**src/rtl/seg7_pkg.sv**
```systemverilog
// Shared definitions for the 7-segment scan controller.
// Holds the active-low segment patterns (a..g at bits 6..0), the scan FSM state
// type and the slot-counter width helper.
package seg7_pkg;

  // Active-low segment patterns, a..g = bits 6..0
  localparam logic [6:0] SEG_BLANK = 7'b111_1111;
  localparam logic [6:0] SEG_0     = 7'b000_0001;
  localparam logic [6:0] SEG_1     = 7'b100_1111;
  localparam logic [6:0] SEG_2     = 7'b001_0010;
  localparam logic [6:0] SEG_3     = 7'b000_0110;
  localparam logic [6:0] SEG_4     = 7'b100_1100;
  localparam logic [6:0] SEG_5     = 7'b010_0100;
  localparam logic [6:0] SEG_6     = 7'b010_0000;
  localparam logic [6:0] SEG_7     = 7'b000_1111;
  localparam logic [6:0] SEG_8     = 7'b000_0000;
  localparam logic [6:0] SEG_9     = 7'b000_0100;

  typedef enum logic [1:0] {
    ST_IDLE  = 2'd0,
    ST_GUARD = 2'd1,
    ST_DRIVE = 2'd2
  } scan_state_t;

  // Width of a counter that spans 0..refresh_div-1 (at least one bit)
  function automatic int unsigned cnt_width(input int unsigned refresh_div);
    return (refresh_div > 1) ? int'($clog2(refresh_div)) : 1;
  endfunction

endpackage

```
**src/rtl/bcd_seg_dec.sv**
```systemverilog
// Combinational BCD to 7-segment decoder, active-low outputs.
// Ports:
//   bcd   in  4 : BCD digit; values 10..15 decode to blank
//   seg_c out 7 : segments a..g at bits 6..0, active-low
module bcd_seg_dec
  import seg7_pkg::*;
(
  input  logic [3:0] bcd,
  output logic [6:0] seg_c
);

  always_comb begin
    seg_c = SEG_BLANK;
    case (bcd)
      4'd0:    seg_c = SEG_0;
      4'd1:    seg_c = SEG_1;
      4'd2:    seg_c = SEG_2;
      4'd3:    seg_c = SEG_3;
      4'd4:    seg_c = SEG_4;
      4'd5:    seg_c = SEG_5;
      4'd6:    seg_c = SEG_6;
      4'd7:    seg_c = SEG_7;
      4'd8:    seg_c = SEG_8;
      4'd9:    seg_c = SEG_9;
      default: seg_c = SEG_BLANK;
    endcase
  end

endmodule

```
**src/rtl/seg7_scan_ctrl.sv**
```systemverilog
// Time-multiplexed scan controller for a common-anode multi-digit 7-segment
// display. One shared decoder is sequenced across the digits; each digit slot
// starts with a guard band of all anodes off, and newly loaded values are only
// applied at frame boundaries (digit index wrap, or leaving IDLE).
// Optional feature: define SEG7_LZB_EN for leading-zero blanking.
// Ports:
//   clk         in  1             : clock, rising edge
//   rst         in  1             : asynchronous active-high reset
//   enable      in  1             : scan enable
//   load        in  1             : strobe capturing bcd_in/dp_in
//   bcd_in      in  4*NUM_DIGITS  : digit k at [4k+3:4k], digit 0 rightmost
//   dp_in       in  NUM_DIGITS    : decimal points, 1 = lit
//   seg         out 7             : segments a..g, active-low
//   dp          out 1             : decimal point, active-low
//   an          out NUM_DIGITS    : anode enables, active-low, one-hot-low
//   pending     out 1             : loaded value waiting for a frame boundary
//   frame_start out 1             : pulse on the first cycle of digit 0's slot
module seg7_scan_ctrl
  import seg7_pkg::*;
#(
  parameter int unsigned NUM_DIGITS  = 4,
  parameter int unsigned REFRESH_DIV = 100000,
  parameter int unsigned BLANK_CYC   = 2
) (
  input  logic                    clk,
  input  logic                    rst,
  input  logic                    enable,
  input  logic                    load,
  input  logic [4*NUM_DIGITS-1:0] bcd_in,
  input  logic [NUM_DIGITS-1:0]   dp_in,
  output logic [6:0]              seg,
  output logic                    dp,
  output logic [NUM_DIGITS-1:0]   an,
  output logic                    pending,
  output logic                    frame_start
);

  localparam int unsigned CNT_W = cnt_width(REFRESH_DIV);
  localparam int unsigned IDX_W = $clog2(NUM_DIGITS);
  localparam logic [CNT_W-1:0] CNT_LAST = CNT_W'(REFRESH_DIV - 1);
  localparam logic [IDX_W-1:0] IDX_LAST = IDX_W'(NUM_DIGITS - 1);
  localparam int BLANK_I = int'(BLANK_CYC);
  // With no guard band a slot opens directly in DRIVE
  localparam scan_state_t SLOT_START = (BLANK_CYC == 0) ? ST_DRIVE : ST_GUARD;

  typedef logic [NUM_DIGITS-1:0][3:0] digits_t;

  scan_state_t             state, state_nxt;
  logic [CNT_W-1:0]        cnt, cnt_nxt;
  logic [IDX_W-1:0]        idx, idx_nxt;
  logic                    bnd;
  digits_t                 act_bcd, act_bcd_nxt, shd_bcd;
  logic [NUM_DIGITS-1:0]   act_dp, act_dp_nxt, shd_dp;
  logic [NUM_DIGITS-1:0]   lzb;
  logic [NUM_DIGITS-1:0]   an_nxt;
  logic                    dp_nxt;
  logic [3:0]              dec_in;
  logic [6:0]              dec_seg_c;

  // State register
  always_ff @(posedge clk or posedge rst) begin
    if (rst) state <= ST_IDLE;
    else     state <= state_nxt;
  end

  // Next state, slot counter, digit index, frame boundary and active value
  always_comb begin
    state_nxt   = state;
    cnt_nxt     = cnt;
    idx_nxt     = idx;
    bnd         = 1'b0;
    act_bcd_nxt = act_bcd;
    act_dp_nxt  = act_dp;
    if (!enable) begin
      state_nxt = ST_IDLE;
      cnt_nxt   = '0;
      idx_nxt   = '0;
    end else begin
      case (state)
        ST_IDLE: begin
          bnd       = 1'b1;
          cnt_nxt   = '0;
          idx_nxt   = '0;
          state_nxt = SLOT_START;
        end
        default: begin
          if (cnt == CNT_LAST) begin
            cnt_nxt   = '0;
            state_nxt = SLOT_START;
            if (idx == IDX_LAST) begin
              idx_nxt = '0;
              bnd     = 1'b1;
            end else begin
              idx_nxt = idx + IDX_W'(1);
            end
          end else begin
            cnt_nxt   = cnt + CNT_W'(1);
            state_nxt = (int'(cnt_nxt) < BLANK_I) ? ST_GUARD : ST_DRIVE;
          end
        end
      endcase
    end
    // A load on the boundary edge bypasses the shadow register
    if (bnd) begin
      if (load) begin
        act_bcd_nxt = bcd_in;
        act_dp_nxt  = dp_in;
      end else if (pending) begin
        act_bcd_nxt = shd_bcd;
        act_dp_nxt  = shd_dp;
      end
    end
  end

`ifdef SEG7_LZB_EN
  // Digit k is blanked when it and every digit above it are zero with no dp
  assign lzb[0] = 1'b0;
  for (genvar k = 1; k < NUM_DIGITS; k++) begin : g_lzb
    assign lzb[k] = (act_bcd_nxt[NUM_DIGITS-1:k] == '0) &&
                    (act_dp_nxt[NUM_DIGITS-1:k] == '0);
  end
`else
  assign lzb = '0;
`endif

  // Pin values for the upcoming cycle, computed from the next state/index
  always_comb begin
    an_nxt = '1;
    dp_nxt = 1'b1;
    dec_in = 4'hF;
    if (state_nxt == ST_DRIVE) begin
      an_nxt[idx_nxt] = 1'b0;
      dp_nxt          = ~act_dp_nxt[idx_nxt];
      if (!lzb[idx_nxt]) dec_in = act_bcd_nxt[idx_nxt];
    end
  end

  bcd_seg_dec u_dec (
    .bcd   (dec_in),
    .seg_c (dec_seg_c)
  );

  // Counters, value registers and registered pins
  always_ff @(posedge clk or posedge rst) begin
    if (rst) begin
      cnt         <= '0;
      idx         <= '0;
      act_bcd     <= '0;
      act_dp      <= '0;
      shd_bcd     <= '0;
      shd_dp      <= '0;
      pending     <= 1'b0;
      frame_start <= 1'b0;
      seg         <= SEG_BLANK;
      dp          <= 1'b1;
      an          <= '1;
    end else begin
      cnt         <= cnt_nxt;
      idx         <= idx_nxt;
      act_bcd     <= act_bcd_nxt;
      act_dp      <= act_dp_nxt;
      pending     <= bnd ? 1'b0 : (pending | load);
      frame_start <= bnd;
      seg         <= dec_seg_c;
      dp          <= dp_nxt;
      an          <= an_nxt;
      if (load && !bnd) begin
        shd_bcd <= bcd_in;
        shd_dp  <= dp_in;
      end
    end
  end

endmodule

```
**config.mk**
```make
export PLATFORM = sky130hd
export DESIGN_NAME = seg7_scan_ctrl
export DESIGN_NICKNAME = d
export VERILOG_FILES = /design/src/rtl/seg7_pkg.sv /design/src/rtl/bcd_seg_dec.sv /design/src/rtl/seg7_scan_ctrl.sv
export SDC_FILE = /design/constraint.sdc
export NUM_CORES = 1
export LEC_CHECK = 0
export BUFFER_PORTS_ARGS = -buffer_cell sky130_fd_sc_hd__buf_2
export CORE_MARGIN = 2
export CORE_UTILIZATION = 52
export DETAILED_ROUTE_END_ITERATION = 6
export GPL_TIMING_DRIVEN = 0
export PLACE_DENSITY = 0.75
export REMOVE_ABC_BUFFERS = 1
export SLEW_MARGIN = 15
export SYNTH_ARGS = -nofsm -noshare
export SYNTH_HDL_FRONTEND = slang
export SYNTH_SLANG_ARGS = --single-unit
```
**constraint.sdc**
```tcl
create_clock -name clk -period 4.1 [get_ports clk]
set_input_delay 0 -clock clk [delete_from_list [all_inputs] [get_ports clk]]
set_output_delay 0 -clock clk [all_outputs]
set_load 0.01 [all_outputs]
```
[Yosys cells after proc, flatten, opt, wreduce, memory -nomap -nowiden]
Memories as Yosys holds them, arrays and structs flattened. A register that Yosys moved wholly into a read port is not among the register bits.
Cells that the tools add are included.
Word-level totals
  memory bits (read-only): 112
  input port bits: 24
  output and inout port bits: 14
  memories: 1
  register bits: 68
Cells by class
  equality and inequality tests: 3
  $add $sub $neg: 2
  magnitude comparators: 3
  reductions and logical operators: 4
  muxes and demuxes: 34
  bitwise operators: 3
Memory list
  (no name shown): depth 16, bits a word 7, rd ports 1, clocked after Yosys merged registers in 1, write ports 0, line bcd_seg_dec.sv:14  | case (bcd)
Operator list (number)
  $mux W17: 3
  $mux W16: 3
  $mux W4: 7
  $add A17 B1 Y17 const B: 1
  $eq A17 B17 Y1 const B: 1
  $lt A17 B2 Y1 const B: 1
  $mux W2: 8
  $mux W1: 9
  $bmux W4 S2: 1
  $bmux W1 S2: 2
  $eq A2 B2 Y1 const B: 2
  $not A4 Y4: 1
  $lt A2 B3 Y1 const B: 1
  $add A2 B1 Y2 const B: 1
  $demux W1 S2: 1
  $ge A2 B1 Y1 const B: 1
  $logic_and A1 B1 Y1: 2
  $logic_not A2 Y1: 1
  $logic_not A1 Y1: 1
  $not A1 Y1: 1
  $or A1 B1 Y1: 1

[Longest topological paths before layout]
  depth in word-level cells: 11
  mapped depth: 15
  depth with buffers taken out: 13

[Hierarchy]
A second synthesis with hierarchy kept.
Second synthesis, totals
  cells, all modules: 383
  area, all modules: 3865.0 um^2
By module, submodules not included
  seg7_scan_ctrl: seq. area each 1891.8 um^2, instances 1, cells an instance 350, area an instance 3654.8 um^2
  bcd_seg_dec: seq. area each 0.0 um^2, instances 1, cells an instance 33, area an instance 210.2 um^2

[Least setup slack after synthesis]
Ideal clock, no wire load.
  path kind: flip-flop to flip-flop
  start: register cnt[0]
  end: register seg[5]
  required time: 4.018 ns
  path buffers: 2
  arrival: 3.017 ns
  path slack: 1.001 ns
  cell stages (with the launch flop): 14
  clock period less this slack: 3.099 ns
  cell sequence: dfrtp_1 -> ha_1 -> and4_1 -> buf_4 -> and4_1 -> buf_4 -> a21oi_1 -> a31oi_4 -> inv_2 -> mux2_1 -> and2_1 -> ha_1 -> o21ai_1 -> a211o_1
On the way
  elaborated cells on any way between the ends: 21
  classes of those cells: add/sub: 1; order compare: 1; eq/ne: 2; mux: 17
RTL lines
  from (decl): line seg7_scan_ctrl.sv:49  | logic [CNT_W-1:0] cnt, cnt_nxt;
  from (signal assigned): line seg7_scan_ctrl.sv:158  | cnt <= cnt_nxt;
  $eq A17 B17 Y1 *: line seg7_scan_ctrl.sv:87  | if (cnt == CNT_LAST) begin
  $mux W2 *: line seg7_scan_ctrl.sv:87
  $mux W2 *: line seg7_scan_ctrl.sv:79  | case (state)
  $mux W2 *: line seg7_scan_ctrl.sv:74  | if (!enable) begin
  named net idx_nxt[0]: line seg7_scan_ctrl.sv:50  | logic [IDX_W-1:0] idx, idx_nxt;
  $bmux W4 S2 / $bmux W1 S2 (equally long branches): line seg7_scan_ctrl.sv:134  | if (!lzb[idx_nxt]) dec_in = act_bcd_nxt[idx_nxt];
  $mux W4 (not written as such) / $mux W1 (equally long branches): line seg7_scan_ctrl.sv:134
  $mux W4 *: line seg7_scan_ctrl.sv:134
  $mux W4 *: line seg7_scan_ctrl.sv:131  | if (state_nxt == ST_DRIVE) begin
  to (decl): line seg7_scan_ctrl.sv:31  | output logic [6:0] seg,
Mark *: on every way through the listed nets, which the timed path passes. The rest lies on a longest branch. The select of a mux whose other input is x is not followed.
A chain may end at the register's enable or synchronous reset.

[Final worst setup path]
  start: register cnt[0]
  end: register seg[5]
On the way
  cells in the longest elaborated chain, start to end: 9
  elaborated cells on any way between the ends: 21
  classes of those cells: add/sub: 1; order compare: 1; eq/ne: 2; mux: 17
Ends and longest elaborated chain (line)
  parallel branches: the longest is 8 deep, another holds $add A17 B1 Y17
  $mux W4 *: seg7_scan_ctrl.sv:131
Every way passes the cells marked *. The select of a mux whose other input is x is not followed.

==> impl_metrics.tcl <==
set metrics [dict create \
    final_common_cell "dfrtp_1" \
    totalPowerFinal_uw 2010 \
    critPathLaunchType "flip-flop" \
    setup_tns_ns 0 \
    synth_seq_cells 75 \
    die_w_um 94.3 \
    cts_buffers 9 \
    leakage_uw 0.00201 \
    synth-seq-area-share 0.446 \
    maxCapViolCount 0 \
    netlist.area_leader.share 0.372 \
    arrival_ns 4.12 \
    syn_area_mm2 0.00424 \
    ios 38 \
    drt_first_pass_iters 5 \
    drc 0 \
    synthArstFlopShare 1.00 \
    cp_cell_sequence "ha_1, and4_1, nand4_4, nor3_2, nand2b_2, a31oi_1, nand2_1, ha_1, o21ai_1, a211o_1" \
    rsz0062_at_grt "false" \
    cts_max_path_buffers 2 \
    routedWlPerCell_um 17.0 \
    nNetsFinal 504 \
    reg2reg_depth 10 \
    fin_area_mm2 0.00496 \
    grt.total_usage 0.234 \
    final_cells 579 \
    drive_gt1_frac 0.249 \
    hpwl_um 6340 \
    yosysTopAreaCell "dfrtp_1" \
    finalHoldViolations 0 \
    io_buffers 37 \
    endpoint_kind "flip-flop" \
    vdd_drop_max_v 0.000228 \
    ant_nets 0 \
    cts.sinks 75 \
    yosys-top-cells-area "dfrtp_1 37%, dfstp_2 7.4%, mux2_2 5.8%, nor2_1 4.6%, nand2_1 2.5%" \
    cts_max_level 3 \
    relSlewSlack 0.271 \
    hp-class "input pin to async pin" \
    whs_ns 0.181 \
    area_growth_syn_to_layout_pct 17.0 \
    critPathMaxStageDelay_ns 0.89 \
    required_ns 4.38 \
    antenna_found_initial 0 \
    gp_congestion 0.831 \
    synth_edf_count 0 \
    ctsRootBufferMaster "clkbuf_8" \
    num_rows 32 \
    path_max_fanout 20 \
    finalWirelength_um 9820 \
    core_mm2 0.00781 \
    drtIter0Drc 176 \
    dieArea_mm2 0.00889 \
    start_util 0.543 \
    dp_cells 538 \
    syn_inst 425 \
    mostFrequentLayoutCells "63 x dfrtp_1, 52 x nor2_1, 37 x buf_2" \
    crit_top_cell "ha_1" \
    worstSkewPairLatency_ns 0.35 \
    place_area_mm2 0.00446 \
    status "completed" \
    grt_pass1_wl_um 16100 \
    finalCriticalPeriod_ns 3.85 \
    vias 3473 \
    synth.distinct_cells 65 \
    viasPerCell 6.00 \
    setup_viol_count_final 0 \
    ys_warn_count 0 \
    die_h_um 94.3 \
    clk_pin_slew_ns 0.08 \
    grt_max_degree 53 \
    grt-ovfl-total 0 \
    min_period_over_period 0.938 \
    max_freq_mhz 260 \
    n_antenna_cell 0 \
    ys.flop_type "dfrtp_1" \
    grt_pass1_vias 3424 \
    cts_tree "built" \
    skew_ns 0.00854 \
    n_fill_cell 629 \
    critPathKind "flip-flop to flip-flop" \
    postSynthAreaPerCell_um2 9.97 \
    slew_viol_final 0 \
    slowest_stage "a31oi_1" \
    max_slew.worst_pin.slew_ns 1.09 \
    power.density_mw_per_mm2 406 \
]
[report_power, final]
part | switching [uW] | internal [uW]
logic | 219 | 187
registers | 54.3 | 841
clock network | 292 | 422
[final cells by class]
type                            count  area (um^2)  share of cell area
Timing Repair Buffer               63          455              0.0919
Clock inverter                      6          111              0.0225
Multi-Input combinational cell    300         2140               0.433
Sequential cell                    75         1890               0.382
Clock buffer                       10          138              0.0278
Inverter                           23         88.8              0.0179
Tap cell                          102          128              0.0257
[cells by family after synthesis]
group	synth area share
flip-flops	0.446
XOR/XNOR	0.0351
adder cells (fa/ha/maj)	0.0236
AND/OR/NAND/NOR	0.198
AO/OA/AOI/OAI	0.164
multiplexers	0.0836
buffers and inverters	0.0493
[per-layer routing]
layer,share of wire,global-route usage
met1,0.46,0.321
met2,0.48,0.373
met3,0.053,0.0449
met4,0.011,0.0785
met5,0,0
[worst max-delay path: cells and delay by family, from the launching register on]
kind	cells	cell delay [ns]
compound gates	3	1.24
simple gates	5	1.40
fa+ha+maj	2	0.70
flops	1	0.43
[worst paths after layout]
check / slack (ns) / endpoint / startpoint
hold / removal: 0.18 / act_dp[0]$_DFF_PP0_ / rst
setup reg to reg: 0.25 / seg[5]$_DFF_PP1_ / cnt[0]$_DFF_PP0_
max in group asynchronous: 3.33 / dp$_DFF_PP1_ / rst
min in group clk: 0.23 / act_dp[0]$_DFF_PP0_ / load
setup / recovery: 0.25 / seg[5]$_DFF_PP1_ / cnt[0]$_DFF_PP0_
hold reg to reg: 0.52 / shd_bcd[13]$_DFFE_PP0P_ / shd_bcd[13]$_DFFE_PP0P_
[what timing repair did]
action,CTS,global route
endpoints found under the hold margin,97,0
buffers inserted,3,0
pin swaps,0,0
hold buffers,22,0
resized for setup,0,3
endpoints found under the setup margin,2,7
[Yosys cell counts (all sizes together), types with 12 or more instances]
master,count
dfrtp,63
nor2,52
nand2,28
mux2,23
inv,22
o21ai,17
a21oi,15
clkbuf,15
a31oi,14
buf,12
dfstp,12
[flip-flops by register name, summed over array words and instances, names as in the netlist]
| name | cells |
|---|---|
| shd_bcd | 16 |
| state | 2 |
| dp | 1 |
| shd_dp | 4 |
| pending | 1 |
| act_dp | 4 |
| frame_start | 1 |
| idx | 2 |
| an | 4 |
| act_bcd | 16 |
| cnt | 17 |
| seg | 7 |
[stage by stage]
step                setup WS [ns]   util
finish                      0.253  0.635
global route               0.0387  0.635
CTS                        0.0342  0.634
detailed placement        -0.0823  0.571
global placement          -0.0267  0.567
floorplan                   0.651      -
Note: power is estimated with default switching activity, not from simulation.
